$ cat config.mk
export PLATFORM = sky130hd
export DESIGN_NAME = zero_cross_period
export DESIGN_NICKNAME = d
export VERILOG_FILES = /design/src/rtl/zc_pkg.sv /design/src/rtl/zc_hyst_classifier.sv /design/src/rtl/zero_cross_period.sv
export SDC_FILE = /design/constraint.sdc
export NUM_CORES = 1
export LEC_CHECK = 0
export BUFFER_PORTS_ARGS = -buffer_cell sky130_fd_sc_hd__buf_2
export CAP_MARGIN = 20
export CORE_UTILIZATION = 57
export DETAILED_ROUTE_END_ITERATION = 8
export GPL_ROUTABILITY_DRIVEN = 0
export PLACE_DENSITY = 0.8
export SETUP_SLACK_MARGIN = 0.3
export SLEW_MARGIN = 5
export SYNTH_ARGS = -nofsm -noshare
export SYNTH_HDL_FRONTEND = slang
export SYNTH_HIERARCHICAL = 1
export SYNTH_SLANG_ARGS = --single-unit
$ cat constraint.sdc
create_clock -name clk -period 4.8 [get_ports clk]
set_input_delay 0.96 -clock clk [delete_from_list [all_inputs] [get_ports clk]]
set_output_delay 0.96 -clock clk [all_outputs]
set_load 0.005 [all_outputs]
$ cat src/rtl/zc_pkg.sv
// Shared encodings for the zero-crossing period detector.
package zc_pkg;

    // Edge selection encodings; the raw value 2'b11 is folded onto ZC_FALL by the top level.
    typedef enum logic [1:0] {
        ZC_FALL = 2'b00,
        ZC_RISE = 2'b01,
        ZC_BOTH = 2'b10
    } zc_mode_t;

    // Hysteresis classifier states.
    typedef enum logic [1:0] {
        ZC_UNK = 2'b00,
        ZC_POS = 2'b01,
        ZC_NEG = 2'b10
    } zc_state_t;

endpackage

$ cat src/rtl/zc_hyst_classifier.sv
// Hysteresis classifier: tracks which side of the +/-H band the signal last left
// and flags NEG->POS / POS->NEG transitions for the current sample.
module zc_hyst_classifier #(
    parameter int W = 12
) (
    input  logic         clk,
    input  logic         reset,
    input  logic         enable,
    input  logic [W-1:0] x,
    input  logic [W-2:0] hyst,
    output logic         rise_evt,
    output logic         fall_evt
);
    import zc_pkg::*;

    zc_state_t state_reg;
    zc_state_t state_next;

    // One extra bit so that -H never overflows, even for H = 2^(W-1)-1.
    logic signed [W:0] x_ext;
    logic signed [W:0] h_pos;
    logic signed [W:0] h_neg;
    logic              above;
    logic              below;

    assign x_ext = {x[W-1], x};
    assign h_pos = {2'b00, hyst};
    assign h_neg = -h_pos;
    assign above = (x_ext > h_pos);
    assign below = (x_ext < h_neg);

    // Next-state and event decode; values inside the band hold the state.
    always_comb begin
        state_next = state_reg;
        rise_evt   = 1'b0;
        fall_evt   = 1'b0;
        if (above) begin
            state_next = ZC_POS;
            rise_evt   = (state_reg == ZC_NEG);
        end else if (below) begin
            state_next = ZC_NEG;
            fall_evt   = (state_reg == ZC_POS);
        end
    end

    // State register, advancing only on enabled samples.
    always_ff @(posedge clk) begin
        if (!reset) begin
            state_reg <= ZC_UNK;
        end else if (enable) begin
            state_reg <= state_next;
        end
    end

endmodule

$ cat src/rtl/zero_cross_period.sv
// Zero-crossing detector with edge selection, glitch-gap rejection and
// sample-count period measurement for the frequency estimator.
module zero_cross_period #(
    parameter int W       = 12,
    parameter int CNT_W   = 16,
    parameter int MIN_GAP = 4
) (
    input  logic             clk,
    input  logic             reset,
    input  logic             enable,
    input  logic [W-1:0]     x,
    input  logic [1:0]       mode,
    input  logic [W-2:0]     hyst,
    output logic             flag,
    output logic             edge_dir,
    output logic [CNT_W-1:0] period,
    output logic             period_valid,
    output logic             timeout
);
    import zc_pkg::*;

    localparam logic [CNT_W-1:0] CNT_MAX  = '1;
    localparam logic [CNT_W-1:0] CNT_LAST = CNT_MAX - 1'b1;
    localparam logic [CNT_W-1:0] GAP_MIN  = CNT_W'(MIN_GAP - 1);

    logic             rise_evt;
    logic             fall_evt;
    zc_mode_t         mode_reg;
    zc_mode_t         mode_eff;
    logic             mode_change;
    logic [CNT_W-1:0] cnt_reg;
    logic [CNT_W-1:0] cnt_eff;
    logic             armed_reg;
    logic             armed_eff;
    logic             match;
    logic             qualify;

    zc_hyst_classifier #(.W(W)) u_classifier (
        .clk      (clk),
        .reset    (reset),
        .enable   (enable),
        .x        (x),
        .hyst     (hyst),
        .rise_evt (rise_evt),
        .fall_evt (fall_evt)
    );

    // A mode change restarts the measurement, and the same-cycle event is judged
    // against the new mode with a cleared counter and disarmed state.
    always_comb begin
        mode_eff    = (mode == 2'b11) ? ZC_FALL : zc_mode_t'(mode);
        mode_change = (mode_eff != mode_reg);
        cnt_eff     = mode_change ? '0 : cnt_reg;
        armed_eff   = mode_change ? 1'b0 : armed_reg;
        match       = 1'b0;
        case (mode_eff)
            ZC_RISE: match = rise_evt;
            ZC_BOTH: match = rise_evt | fall_evt;
            default: match = fall_evt;
        endcase
        qualify = match & ((cnt_eff >= GAP_MIN) | ~armed_eff);
    end

    // Counter, arming and output registers; pulses default low every cycle.
    always_ff @(posedge clk) begin
        if (!reset) begin
            flag         <= 1'b0;
            edge_dir     <= 1'b0;
            period       <= '0;
            period_valid <= 1'b0;
            timeout      <= 1'b0;
            cnt_reg      <= '0;
            armed_reg    <= 1'b0;
            mode_reg     <= ZC_FALL;
        end else begin
            flag         <= 1'b0;
            period_valid <= 1'b0;
            timeout      <= 1'b0;
            if (enable) begin
                mode_reg <= mode_eff;
                if (qualify) begin
                    flag      <= 1'b1;
                    edge_dir  <= rise_evt;
                    cnt_reg   <= '0;
                    armed_reg <= 1'b1;
                    if (armed_eff) begin
                        period       <= cnt_eff + 1'b1;
                        period_valid <= 1'b1;
                    end
                end else if (mode_change) begin
                    cnt_reg   <= '0;
                    armed_reg <= 1'b0;
                end else if (cnt_reg != CNT_MAX) begin
                    cnt_reg <= cnt_reg + 1'b1;
                    if (cnt_reg == CNT_LAST) begin
                        timeout   <= 1'b1;
                        armed_reg <= 1'b0;
                    end
                end
            end
        end
    end

endmodule

# [After elaboration in Yosys (flattened, before gate mapping)]
# Index checks and enable logic that the tools add are counted.
[word_totals] output_inout_bits=20 elab_cells=60 inputBits=28 regBits=41
[op_classes] bitwise=7 reduce_logical=11 n_mux=19 n_eq_ne=8 n_addsub=3 n_lt_le_gt_ge=3
[op_table] operator="$mux W16" n=4
[op_table] operator="$add A16 B1 Y16 const B" n=2
[op_table] operator="$eq A16 B16 Y1 const B" n=1
[op_table] operator="$ge A16 B2 Y1 const B" n=1
[op_table] operator="$ne A16 B16 Y1 const B" n=1
[op_table] operator="$lt A12 B13 Y1" n=1
[op_table] operator="$neg A11 Y13" n=1
[op_table] operator="$gt A12 B12 Y1" n=1
[op_table] operator="$mux W1" n=11
[op_table] operator="$reduce_and A3 Y1" n=3
[op_table] operator="$reduce_and A2 Y1" n=4
[op_table] operator="$eq A2 B2 Y1 const B" n=3
[op_table] operator="$mux W2" n=3
[op_table] operator="$reduce_bool A3 Y1" n=2
[op_table] operator="$reduce_or A5 Y1" n=1
[op_table] operator="$eq A2 B1 Y1 const B" n=2
[op_table] operator="$not A1 Y1" n=4
[op_table] operator="$ne A2 B2 Y1" n=1
[op_table] operator="$or A1 B1 Y1" n=2
[op_table] operator="$pmux W1 S2" n=1
[op_table] operator="$reduce_bool A2 Y1" n=1
[op_table] operator="$and A1 B1 Y1" n=1

# [Depth between registers and ports, before layout]
# Gate-level depths: netlist of the first run.
[logic_depth] ltp_word=9 depth_mapped=16 ltp_nobuf=15

# [By module]
# The synthesis of the first run kept the hierarchy.
[by_module_without_submodules] mod="zero_cross_period" cells_each=251 n_inst=1 seq_area_each_um2=780.7 area_each_um2=2172.1
[by_module_without_submodules] mod="zc_hyst_classifier" cells_each=113 n_inst=1 seq_area_each_um2=40.0 area_each_um2=867.1

# [Worst setup path before layout of the first run]
# Ideal clock, no wire load.
[synth_path] path_kind="input port to flip-flop" start="input hyst[3]" end="register period[0]" t_required_ps=4672 n_path_buf=1 setup_time_ps=128 slack_ps=841 stages=15 t_arrival_ps=3831 path_cell_list="nor4_1 > nand3_1 > nor4_1 > xnor2_1 > ha_1 > a21oi_1 > nand2_1 > a31oi_1 > a21oi_2 > nor4b_2 > o211ai_1 > nor4b_2 > buf_2 > mux2i_1 > nor2_1"
[synth_between] elab_chain_cells=8 word_cells_on_any_way=10 cone_classes="add/sub (1); order compare (2); mux (4); bitwise (2); reduce/logical (1)"
[synth_rtl] element="from (decl)" line="zero_cross_period.sv:13" text="input logic [W-2:0] hyst,"
[synth_rtl] element="$neg A11 Y13" line="zc_hyst_classifier.sv:28" text="assign h_neg = -h_pos;"
[synth_rtl] element="$lt A12 B13 Y1" line="zc_hyst_classifier.sv:30" text="assign below = (x_ext < h_neg);"
[synth_rtl] element="$mux W1" line="zc_hyst_classifier.sv:40" text="end else if (below) begin"
[synth_rtl] element="$mux W1 (*)" line="zc_hyst_classifier.sv:37" text="if (above) begin"
[synth_rtl] element="via fall_evt" line="zero_cross_period.sv:27" text="logic fall_evt;"
[synth_rtl] element="$or A1 B1 Y1" line="zero_cross_period.sv:58" text="ZC_BOTH: match = rise_evt | fall_evt;"
[synth_rtl] element="$pmux W1 S2 (*)" line="zero_cross_period.sv:56" text="case (mode_eff)"
[synth_rtl] element="$and A1 B1 Y1 (*)" line="zero_cross_period.sv:61" text="qualify = match & ((cnt_eff >= GAP_MIN) | ~armed_eff);"
[synth_rtl] element="$reduce_and A3 Y1 (no line) (*)"
[synth_rtl] element="to (signal assigned)" line="zero_cross_period.sv:87" text="period <= cnt_eff + 1'b1;"
[synth_rtl] element="to (decl)" line="zero_cross_period.sv:16" text="output logic [CNT_W-1:0] period,"
# Mark *: on every way through the listed nets, which the timed path passes. The rest lies on a longest branch.
# A chain may end at the register's enable or synchronous reset.

# [Final worst setup path of the first run]
[layout_path] start="input hyst[3]" end="register period[1]"
# The elaborated chain is that of the path after synthesis.

==> results.toml, run 1 <==
[status]
status = "completed"

[logic_synthesis]
synth_top_family_by_area = "simple AND/OR/NAND/NOR gates"
ys_async_sr_fraction_pct = 0
synth_top_cell_by_area = "dfxtp_1"
synthMuxAreaShare_pct = 1.976
synth.area.top_cells = "dfxtp_1, ha_1, nor2_1, xnor2_1, nand3_1"
avgSynthCellArea_um2 = 8.349
synth_area_um2 = 3039
yosysTopAreaCellShare_pct = 27.01
synth_edf_count = 0
synthXorXnorAreaFrac_pct = 7.205
synth_seq_cells = 41
syn_inst = 364
synthFlopType = "dfxtp_1"
synth.yosys.seq_area_share_pct = 27.01
syn_nets = 422
synthDistinctLibCells = 58
synth_fa_ha_area_share_pct = 12.35
synthSimpleGateAreaFrac_pct = 24.78
synth_compound_area_share_pct = 20.58
yosys_warnings = 6

[placed_design]
port_buffers = 47
post-place-cells = 464
dp_hpwl_um = 5396

[layout]
final_util_pct = 67.00
layout_commonest_cell = "buf_2"
syn_to_final_growth_pct = 12.60
diodes = 0
layout_common_cells = "buf_2, dfxtp_1, nor2_1"
fin_nets = 459
layout.cells.non_filler = 472
drive_gt1_share_pct = 19.15

[critical_path]
crit_type = "primary input to register"
cp_max_fo = 31
r2r-start = "mode_reg[1]$_SDFFE_PN0P_"
start_kind = "primary input"
r2r_cells = 9
reg2reg_to = "cnt_reg[15]$_SDFFE_PN0P_"
worstSetupEndpointType = "register"
rrSetupSlack_ns = 2.12
required_ns = 4.95
crit_arrival_ns = 4.26

[clock_tree]
cts_buffer_depth = 2
clkTransAtPathRegs_ns = 0.08
cts_tree = "yes"
numCtsBuffers = 5
htreeDepth = 2
post_cts.repair.setup_buffers = 0
root_buffer = "clkbuf_8"
insertion_delay_ns = 0.30
numClockSinks = 41

[grt]
grt_pass1_wl_um = 11590
grt_overflow = 0
grt_use_total_pct = 26.51
grt_max_degree = 32
antenna_found_initial = 0
grt_pass1_vias = 2576

[worst_hold_path]
hold_end = "period[14]$_SDFFE_PN0P_"
min_delay_path_depth = 2
min-delay-path-class = "register to register"
hp-start = "period[14]$_SDFFE_PN0P_"

[power_and_ir_drop]
pwr-share-comb_pct = 18.5
p_switching_w = 0.0002117
vdd_ir_drop_max_uv = 150.4
seqPwrFrac_pct = 47.2
p_per_area_nw_per_um2 = 217.0
power.leakage_nw = 1.425
p_int_w = 0.0005311
swShare_pct = 28.50
p_clk_share_pct = 34.3

[timing]
fin_crit_sh_pct = 85.55
fin_crit_ns = 4.106
rsz0062_at_grt = "false"
hold_viol_final = 0
clock_skew_ns = 0.009817
relSlewSlack_pct = 41.07
maxSlewViolCount = 0
worst_slew_pin_slew_ns = 0.8840
tns_ns = 0
whs_ns = 0.4738
max_freq_ghz = 0.2435
setup_viol = 0

[floorplan]
dieHeight_um = 75.02
ios = 48
die_w_um = 75.02
rows = 26
core_region_area_um2 = 5107
die-area_um2 = 5628
initial_utilization_pct = 59.51

[detailed_routing]
post_drt_wl_per_cell_um = 15.01
viasPerCell = 5.994
via_count = 2829
routed_wl_um = 7084
drt_first_pass_iters = 5
drc = 0
drt_iter0_markers = 179
antenna_violating_nets_post_route = 0

[flow_run]
cap_violations = 0
-- repair_timing --
action,4_1_cts,5_1_grt
setup endpoints to repair,0,30
resized for setup,0,6
hold buffers,0,0
-- worst max path at each step --
stage            start                       to  depth (start not counted)
6_report       hyst[3]   period[1]$_SDFFE_PN0P_                         16
5_1_grt        hyst[3]   period[1]$_SDFFE_PN0P_                         16
4_1_cts        hyst[3]  cnt_reg[6]$_SDFFE_PN0P_                         15
3_5_place_dp   hyst[3]  cnt_reg[6]$_SDFFE_PN0P_                         15
3_3_place_gp   hyst[3]   armed_reg$_SDFFE_PN0P_                         15
2_1_floorplan  hyst[3]   period[0]$_SDFFE_PN0P_                         15
-- layout make-up --
class                           instances  area [um^2]
Clock buffer                            7        96.34
Fill cell                             462         1685
Tap cell                               70        87.58
Inverter                               25        93.84
Multi-Input combinational cell        280         2068
Timing Repair Buffer                   48        246.5
Sequential cell                        41        820.8
Clock inverter                          1        8.758
-- Yosys cell counts, types with 3 or more instances --
master      n
and4_1      4
xor2_1     11
mux2i_1     6
and2_1      3
o21ai_1     3
a22oi_1     3
nand2b_1    6
inv_1      25
o2111ai_1   3
ha_1       30
xnor2_1    14
nand2_1    22
o31ai_1     4
a21oi_1    16
nand4_1     8
nor2_1     33
buf_2      13
nor3_1      9
clkbuf_1    3
a211oi_1   15
dfxtp_1    41
nor4_1      6
nand3_1    24
o211ai_1    5
a211o_1     3
a21oi_2     3
and3_1      4
nor2b_1     3
a211oi_2    3
o21ai_0     3
nand3b_1    4
-- cells by family after synthesis --
logic type               after synthesis
adder cells (fa/ha/maj)               30
AO/OA/AOI/OAI                         80
XOR/XNOR                              25
flip-flops                            41
AND/OR/NAND/NOR                      139
buffers and inverters                 43
multiplexers                           6
-- power groups by stage --
stage,clock network (W),logic [W],registers (W)
after detailed placement,0,0.000134,0.000359
after global routing,0.000279,0.000154,0.000352
after floorplan,0,0.0000951,0.000357
final,0.000254,0.000137,0.000351
after global placement,0,0.000130,0.000358
after CTS,0.000261,0.000135,0.000350
-- routing by layer --
layer	GRT usage, %	part of all wire [%]
met1	35.09	46
met2	44.64	47
met3	4.150	6.1
met4	7.757	1.3
met5	0	0
-- metrics by stage --
step           total power, W  area, um^2  worst slack (ns)
3_3_place_gp        0.0004878        3287            0.3136
6_report            0.0007427        3422            0.6937
3_5_place_dp        0.0004927        3287            0.1796
2_1_floorplan       0.0004521        3039            0.8415
5_1_grt             0.0007849        3422            0.3990
4_1_cts             0.0007467        3392            0.4340
-- critical path: stages --
cell and delay (ns):
buf_2 0.11, nor4_2 0.30, nand3_1 0.22, nor4_2 0.27, xnor2_1 0.17, ha_1 0.28, a21oi_1 0.15, nand2_1 0.07
a31oi_1 0.30, a21oi_2 0.10, nor4b_2 0.30, o211ai_1 0.23, nor4b_4 0.27, buf_6 0.25, mux2i_1 0.21, nor2_1 0.05
Power figures use the tool's default switching activity.
==> run 2: changes to the inputs <==
Settings changed: ABC_CLOCK_PERIOD_IN_PS from default to 4800, MAX_ROUTING_LAYER from default to met4.
==> run 2 against run 1 <==
Against the previous run: sequential power about the same; worst setup slack better by 0.0013 ns; clock-buffer cell count unchanged; clock power about the same; non-clock buffer count unchanged; combinational power about the same; final cell count unchanged; global-route usage up 0.83 points; die area unchanged; core utilization unchanged; power about the same; critical endpoint unchanged; largest cell class unchanged.
==> results.toml, run 2 (synthesis results as in run 1) <==
[status]
status = "completed"

[power_and_ir_drop]
power.leakage_nw = 1.425
vdd_ir_drop_max_uv = 150.4
pwr-share-comb_pct = 18.5
p_int_w = 0.0005311
p_switching_w = 0.0002114
seqPwrFrac_pct = 47.2
p_clk_share_pct = 34.3
p_per_area_nw_per_um2 = 217.0
swShare_pct = 28.47

[layout]
fin_nets = 459
drive_gt1_share_pct = 19.15
final_util_pct = 67.00
layout_commonest_cell = "buf_2"
syn_to_final_growth_pct = 12.60
layout_common_cells = "buf_2, dfxtp_1, nor2_1"
diodes = 0
final_area_um2 = 3422

[floorplan]
die_w_um = 75.02
ios = 48
rows = 26
core_region_area_um2 = 5107
initial_utilization_pct = 59.51
die-area_um2 = 5628
dieHeight_um = 75.02

[placed_design]
placed_area_um2 = 3287
dp_hpwl_um = 5396
port_buffers = 47

[timing]
maxSlewViolCount = 0
fin_crit_ns = 4.105
fin_crit_sh_pct = 85.52
relSlewSlack_pct = 41.17
hold_viol_final = 0
worst_slew_pin_slew_ns = 0.8825
setup_viol = 0
max_freq_ghz = 0.2436
clock_skew_ns = 0.009949
whs_ns = 0.4738
tns_ns = 0
rsz0062_at_grt = "false"

[clock_tree]
cts_hold_buf = 0
insertion_delay_ns = 0.30
numCtsBuffers = 5
post_cts.repair.setup_buffers = 0
root_buffer = "clkbuf_8"
htreeDepth = 2
numClockSinks = 41
cts_buffer_depth = 2
clkTransAtPathRegs_ns = 0.08
cts_tree = "yes"
cts_resized = 0

[detailed_routing]
drc = 0
drt_iter0_markers = 179
post_drt_wl_per_cell_um = 14.93
drt_first_pass_iters = 5
antenna_violating_nets_post_route = 0
via_count = 2811
viasPerCell = 5.956
routed_wl_um = 7049

[critical_path]
cp_max_fo = 31
crit_type = "primary input to register"
worstSetupEndpointType = "register"
crit_arrival_ns = 4.25
r2r_cells = 9
required_ns = 4.95
start_kind = "primary input"

[worst_hold_path]
min_delay_path_depth = 2
min-delay-path-class = "register to register"

[grt]
grt_max_degree = 32
grt_use_total_pct = 27.34
use_met3_pct = 4.016
antenna_found_initial = 0
grt_pass1_vias = 2576
grt.met2_usage_pct = 44.64
grt_overflow = 0
grt_busiest_layer = "met2"
grt_pass1_wl_um = 11590
grtUsageMet1_pct = 35.18

[flow_run]
cap_violations = 0
[run 2: cell counts in the layout (fill, tap and decap cells not counted)]
Identical to the previous run, type by type.
[run 2: per-layer routing]
layer,up-vias,part of all wire (%)
li1,1402,-
met4,0,1.3
met1,1290,46
met2,105,47
met3,14,6.2
met5,-,0
[run 2: power groups by stage]
stage	clock network, W	registers, W	logic (W)
2_1_floorplan	0	0.000357	0.0000951
3_3_place_gp	0	0.000358	0.000130
3_5_place_dp	0	0.000359	0.000134
4_1_cts	0.000261	0.000350	0.000135
5_1_grt	0.000279	0.000352	0.000154
6_report	0.000254	0.000351	0.000137
[run 2: final timing paths]
kind,start,to,slack (ns)
worst max register to register,mode_reg[1]$_SDFFE_PN0P_,cnt_reg[15]$_SDFFE_PN0P_,2.12
worst min register to register,period[14]$_SDFFE_PN0P_,period[14]$_SDFFE_PN0P_,0.47
worst max-delay path,hyst[3],period[1]$_SDFFE_PN0P_,0.69
worst min-delay path,period[14]$_SDFFE_PN0P_,period[14]$_SDFFE_PN0P_,0.47
[run 2: per-stage QoR]
step | power, W | std cells | setup WS [ns]
after detailed placement | 0.0004927 | 464 | 0.1796
after global placement | 0.0004878 | 464 | 0.3136
after CTS | 0.0007467 | 472 | 0.4340
after global routing | 0.0007849 | 472 | 0.3990
after floorplan | 0.0004521 | 364 | 0.8415
final | 0.0007424 | 472 | 0.6950
[run 2: cell type report]
cell class              instances  area, um^2
flip-flops and latches         41       820.8
multi-input cells             280        2068
clock inverters                 1       8.758
inverters                      25       93.84
well taps                      70       87.58
clock buffers                   7       96.34
fillers                       462        1685
repair buffers                 48       246.5
[run 2: worst max-delay path: stages]
cell,delay (ns)
buf_2,0.11
nor4_2,0.30
nand3_1,0.22
nor4_2,0.27
xnor2_1,0.17
ha_1,0.28
a21oi_1,0.15
nand2_1,0.07
a31oi_1,0.30
a21oi_2,0.10
nor4b_2,0.30
o211ai_1,0.22
nor4b_4,0.27
buf_6,0.25
mux2i_1,0.21
nor2_1,0.05
